===== src/rtl/access_ctrl_param.sv =====
// Parking-access controller: PIN check against a key table, attempt lockout,
// tailgate detection and lot occupancy tracking. All outputs are registered.
module access_ctrl_param #(
  parameter int unsigned                   CLAVE_W        = 16,
  parameter int unsigned                   NUM_CLAVES     = 2,
  parameter logic [NUM_CLAVES*CLAVE_W-1:0] CLAVES         = {16'h1234, 16'hBEEF},
  parameter int unsigned                   MAX_INTENTOS   = 3,
  parameter int unsigned                   CAPACIDAD      = 8,
  parameter int unsigned                   TIMEOUT_CICLOS = 1000,
  parameter int unsigned                   OCC_W          = $clog2(CAPACIDAD + 1)
) (
  input  logic               clock,
  input  logic               reset,
  input  logic               sensor_llegada_vehiculo,
  input  logic               sensor_ingreso_vehiculo,
  input  logic               sensor_salida_vehiculo,
  input  logic               clave_enter,
  input  logic [CLAVE_W-1:0] clave_ingresada,
  output logic               senal_compuerta,
  output logic               senal_alarma_pin,
  output logic               senal_alarma_bloqueo,
  output logic               senal_lleno,
  output logic [OCC_W-1:0]   ocupacion
);

  localparam int unsigned INT_W = $clog2(MAX_INTENTOS + 1);
  localparam int unsigned TO_W  = $clog2(TIMEOUT_CICLOS + 1);

  localparam logic [INT_W-1:0] MaxIntentos   = INT_W'(MAX_INTENTOS);
  localparam logic [TO_W-1:0]  TimeoutCiclos = TO_W'(TIMEOUT_CICLOS);
  localparam logic [OCC_W-1:0] CapOcc        = OCC_W'(CAPACIDAD);

  typedef enum logic [1:0] {StIdle, StEsperaClave, StAbierta, StBloqueo} state_e;

  state_e           state_q, state_d;
  logic [INT_W-1:0] intentos_q, intentos_d, intentos_inc;
  logic [TO_W-1:0]  timeout_q, timeout_d, timeout_inc;
  logic [OCC_W-1:0] ocupacion_q, ocupacion_d;
  logic             alarma_pin_q, alarma_pin_d;
  logic             compuerta_q, alarma_bloqueo_q, lleno_q;
  logic             salida_prev_q;
  logic             match, inc, dec;

  always_comb begin
    match = 1'b0;
    for (int i = 0; i < NUM_CLAVES; i++) begin
      if (clave_ingresada == CLAVES[i*CLAVE_W +: CLAVE_W]) match = 1'b1;
    end
  end

  assign intentos_inc = intentos_q + INT_W'(1);
  assign timeout_inc  = timeout_q + TO_W'(1);

  always_comb begin
    state_d      = state_q;
    intentos_d   = intentos_q;
    timeout_d    = timeout_q;
    alarma_pin_d = alarma_pin_q;
    inc          = 1'b0;
    unique case (state_q)
      StIdle: begin
        alarma_pin_d = 1'b0;
        if (sensor_llegada_vehiculo && !lleno_q) begin
          state_d    = StEsperaClave;
          intentos_d = '0;
          timeout_d  = '0;
        end
      end
      StEsperaClave: begin
        if (clave_enter) begin
          timeout_d = '0;
          if (match) begin
            state_d      = StAbierta;
            intentos_d   = '0;
            alarma_pin_d = 1'b0;
          end else begin
            intentos_d   = intentos_inc;
            alarma_pin_d = 1'b1;
            if (intentos_inc == MaxIntentos) state_d = StBloqueo;
          end
        end else if (timeout_inc == TimeoutCiclos) begin
          state_d      = StIdle;
          intentos_d   = '0;
          timeout_d    = '0;
          alarma_pin_d = 1'b0;
        end else begin
          timeout_d = timeout_inc;
        end
      end
      StAbierta: begin
        // Llegada still high while a car passes means a second car is following.
        if (sensor_ingreso_vehiculo) begin
          inc     = 1'b1;
          state_d = sensor_llegada_vehiculo ? StBloqueo : StIdle;
        end
      end
      StBloqueo: begin
        if (clave_enter && match) begin
          state_d      = StIdle;
          intentos_d   = '0;
          alarma_pin_d = 1'b0;
        end
      end
      default: state_d = StIdle;
    endcase
  end

  assign dec = sensor_salida_vehiculo && !salida_prev_q && (ocupacion_q != '0);

  always_comb begin
    ocupacion_d = ocupacion_q;
    unique case ({inc, dec})
      2'b10:   if (ocupacion_q != CapOcc) ocupacion_d = ocupacion_q + OCC_W'(1);
      2'b01:   ocupacion_d = ocupacion_q - OCC_W'(1);
      default: ocupacion_d = ocupacion_q;
    endcase
  end

  always_ff @(posedge clock or negedge reset) begin
    if (!reset) begin
      state_q          <= StIdle;
      intentos_q       <= '0;
      timeout_q        <= '0;
      ocupacion_q      <= '0;
      alarma_pin_q     <= 1'b0;
      compuerta_q      <= 1'b0;
      alarma_bloqueo_q <= 1'b0;
      lleno_q          <= 1'b0;
      salida_prev_q    <= 1'b0;
    end else begin
      state_q          <= state_d;
      intentos_q       <= intentos_d;
      timeout_q        <= timeout_d;
      ocupacion_q      <= ocupacion_d;
      alarma_pin_q     <= alarma_pin_d;
      compuerta_q      <= (state_d == StAbierta);
      alarma_bloqueo_q <= (state_d == StBloqueo);
      lleno_q          <= (ocupacion_d == CapOcc);
      salida_prev_q    <= sensor_salida_vehiculo;
    end
  end

  assign senal_compuerta      = compuerta_q;
  assign senal_alarma_pin     = alarma_pin_q;
  assign senal_alarma_bloqueo = alarma_bloqueo_q;
  assign senal_lleno          = lleno_q;
  assign ocupacion            = ocupacion_q;

endmodule


===== config.mk =====
export PLATFORM = sky130hd
export DESIGN_NAME = access_ctrl_param
export DESIGN_NICKNAME = d
export VERILOG_FILES = /design/src/rtl/access_ctrl_param.sv
export SDC_FILE = /design/constraint.sdc
export NUM_CORES = 1
export LEC_CHECK = 0
export BUFFER_PORTS_ARGS = -buffer_cell sky130_fd_sc_hd__buf_4
export CELL_PAD_IN_SITES_DETAIL_PLACEMENT = 1
export CELL_PAD_IN_SITES_GLOBAL_PLACEMENT = 1
export CORE_MARGIN = 5
export CORE_UTILIZATION = 40
export CTS_CLUSTER_DIAMETER = 200
export DETAILED_ROUTE_END_ITERATION = 10
export PLACE_DENSITY = 0.85
export REMOVE_ABC_BUFFERS = 1
export SLEW_MARGIN = 15
export SYNTH_ARGS = -nofsm -noshare
export SYNTH_HDL_FRONTEND = slang
export SYNTH_SLANG_ARGS = --single-unit

===== constraint.sdc =====
create_clock -name clock -period 3 [get_ports clock]
set_clock_uncertainty 0.1 [all_clocks]
set_input_delay 0.3 -clock clock [delete_from_list [all_inputs] [get_ports clock]]
set_output_delay 0.3 -clock clock [all_outputs]
set_load 0.05 [all_outputs]

==> key figures <==
Die
  – Row Count: 21
  – Ports: 30
  – Core Footprint: ~3400 sq um
  – Die W: 70.1 um
  – Initial core utilization: about 42%
  – Die ar.: 4920 sq um
  – Die Height: 70.1 um

Logic synthesis
  – Register area share after synthesis: 39.8%
  – Synth Flop Type: dfrtp_1
  – Most numerous cell in the Yosys netlist: dfrtp_1
  – Cell count after synthesis: 164
  – Synth top area cells: dfrtp_1, o21ai_0, ha_1, a21oi_1, nand2_1
  – Flops & latches, synth: 23
  – Simple-Gate Fraction of Synth Area: ~26%
  – Largest area contributor in the netlist: dfrtp_1
  – Yosys top cell area share: 39.8%
  – Post-synthesis adder-cell area fraction: 5.19%
  – Mapped cell area: between 1000 and 1500 sq um
  – Synth Area in Compound Gates: 23.7%
  – Post-synth EDFFs: 0
  – Synth Area in XOR/XNOR: 0%
  – Asr flop ratio synth: 100%
  – Largest family of logic cells by synthesized area: simple AND/OR/NAND/NOR gates
  – Multiplexer area fraction after synthesis: around 1.4%
  – Post-Syn Area per Cell: 8.82 sq um
  – Top cells by count, synth: dfrtp_1, o21ai_0, nand2_1
  – Synth cell types: 45
  – Count of synthesis-stage warnings from yosys: 0

Power
  – Power share of the clock group: 18.8%
  – Comb pwr share: 30.5%
  – Pwr per Cell Area: 459 nW/um^2
  – Switching power: 0.000305 W
  – Total leakage power: approximately 0.8 nW
  – Cell-internal power: ~0.00050 W
  – Net switching fraction of the power: 37.9%
  – Peak VDD IR: 0.235 mV
  – Reg power frac: 50.7%

Timing
  – Setup Total Neg Slack: 0 ns
  – RSZ-0062 raised after global routing: no
  – Worst Max-Slew Pin Slew: ~0.50 ns
  – Period utilization: 84.1%
  – Fin. Hold Viols: 0
  – Fmax achieved: roughly 400 MHz
  – Slew Limit Fails: 0
  – Slew headroom: 66.8%
  – Fin crit period: 2.52 ns
  – Setup violations, final: 0

Clock tree
  – Clk slew on worst S/H paths: roughly 0.15 ns
  – Clk Latency, worst-skew pair: 0.32 ns
  – Cts bufs inserted: 3
  – Max clock buf depth: 2
  – CTS tree: yes
  – Root Driver: clkbuf_4
  – Post-CTS setup buffers: 0
  – H-tree depth: 1
  – Total clock sinks: 23

Routing
  – WL met3: just over 70 um
  – Top layer in use: met4
  – First DRT Iteration DRCs: 68
  – Antenna viol nets, final: 0
  – Metal2 WL: 2.05 mm
  – # DRC: 0
  – Drt total wl: ~3.9 mm
  – TritonRoute pass-1 iters: 4
  – Avg WL per Cell: 16.1 um
  – Met1 wire length: 1.73 mm
  – DR vias: 1367
  – Via/cell ratio: 5.67

Setup path
  – Data arrival, critical path: 2.62 ns
  – Crit Path Class: register to register
  – Critical-path top delay cell: or4_4
  – Required @ worst endpoint: 3.10 ns
  – Setup crit end kind: register
  – R2R Path End: timeout_q[6]
  – CP endpoint: timeout_q[6]
  – Crit-path cells: nand3_1, or4_4, a211oi_2, a21o_2, nor2_1, a221o_1
  – Worst setup SP type: register
  – Max incr delay on CP: between 0.5 and 0.6 ns
  – Reg2reg path depth: 6
  – CP Max Fanout: 10
  – Reg2reg start: timeout_q[2]
  – FF-to-FF setup slack: 0.48 ns
  – Crit path launch: timeout_q[2]

Job
  – Max_cap viols: 0

Global route
  – First-pass GRT wire length: between 6 and 7 mm
  – Gr usage total: 16.5%
  – Vias in the first global route: ~1400
  – Grt ovf: 0
  – Antenna violations before repair: 0
  – Largest net degree at the start of global routing: 24

Hold path
  – Path type of the worst min-delay path: input port to register
  – Hold path startpoint: sensor_llegada_vehiculo

Placement
  – Area after DPL: 1710 sq um
  – Placer congestion estimate: just under 1
  – Hpwl dp: between 3 and 4 mm
  – Port buffer count: 29

Cells and area
  – Ratio of cells with drive above 1 in the final layout: 21.0%
  – Design area: 1760 sq um
  – Fin nets: ~220
  – N_diodes: 0
  – Area growth, synth to finish: 21.4%

Outcome
  – Outcome: finished, final reports clean
## flip-flops by register name (all words and copies together) (netlist names)
signal,flops
senal_alarma_pin,1
intentos_q,2
salida_prev_q,1
senal_lleno,1
state_q,2
senal_alarma_bloqueo,1
senal_compuerta,1
timeout_q,10
ocupacion,4
## repair_timing
action / CTS / global route
hold endpoints to repair: 24 / 0
gates resized for setup: 0 / 0
hold buffers: 2 / 0
## final cells by class
| cell class | count | area (sq um) |
|---|---|---|
| clock inverters | 1 | 7.51 |
| clock buffers | 3 | 22.5 |
| well taps | 46 | 57.6 |
| multi-input cells | 125 | 810 |
| repair buffers | 31 | 238 |
| inverters | 12 | 45.0 |
| fillers | 418 | 1660 |
| flip-flops and latches | 23 | 576 |
## per-layer routing
metal  GRT usage (%)  vias to the layer above
met1            19.8                      674
li1                -                      670
met3            2.01                        4
met2            29.9                       19
met4            6.17                        0
met5               0                        -
## kinds of logic (layout without fill, tap and decap cells)
logic type,after synthesis,after routing
and+or+nand+nor,65,65
AOI/OAI and AO/OA,52,52
DFF,23,23
buffers and inverters,16,47
adders and majority gates,6,6
muxes,2,2
## worst max-delay path, delay by kind of cell (launching register included)
kind	cells	cell delay, ns
compound gates	3	0.86
flops	1	0.53
simple gates	3	0.90
## metrics by stage
| stage | power, W | utilization, % | hold WS (ns) | setup WS (ns) | instances |
|---|---|---|---|---|---|
| global route | 0.000865 | 51.4 | 0.246 | 0.294 | 241 |
| global placement | 0.000642 | 49.9 | 0.109 | 0.671 | 235 |
| finish | 0.000805 | 51.4 | 0.252 | 0.478 | 241 |
| floorplan | 0.000552 | - | -0.0956 | 0.525 | 160 |
| CTS | 0.000810 | 51.4 | 0.257 | 0.473 | 241 |
| detailed placement | 0.000657 | 49.9 | 0.114 | 0.511 | 235 |
## cells in the final DEF, fill, tap and decap left out, types with 6 or more instances in the layout
| cell | instances |
|---|---|
| buf_4 | 29 |
| dfrtp_1 | 23 |
| o21ai_0 | 16 |
| nand2_1 | 13 |
| inv_1 | 12 |
| a21oi_1 | 10 |
| nand3_1 | 9 |
| nor2_1 | 8 |
| ha_1 | 6 |
## power by group through the flow
stage | Combinational, W | Sequential [W] | Clock (W)
after detailed placement | 0.000244 | 0.000413 | 0
after CTS | 0.000247 | 0.000407 | 0.000155
final | 0.000246 | 0.000408 | 0.000152
after global routing | 0.000270 | 0.000416 | 0.000178
after global placement | 0.000234 | 0.000408 | 0
after floorplan | 0.000113 | 0.000439 | 0
## how the worst min path moves through the flow
stage	endpoint	slack (ns)	cells past startpoint
global route	state_q[0]	0.25	4
detailed placement	timeout_q[1]	0.11	1
CTS	state_q[0]	0.26	4
finish	state_q[0]	0.25	4
global placement	intentos_q[1]	0.11	1
floorplan	intentos_q[0]	-0.1	0
Power figures use the tool's default switching activity.
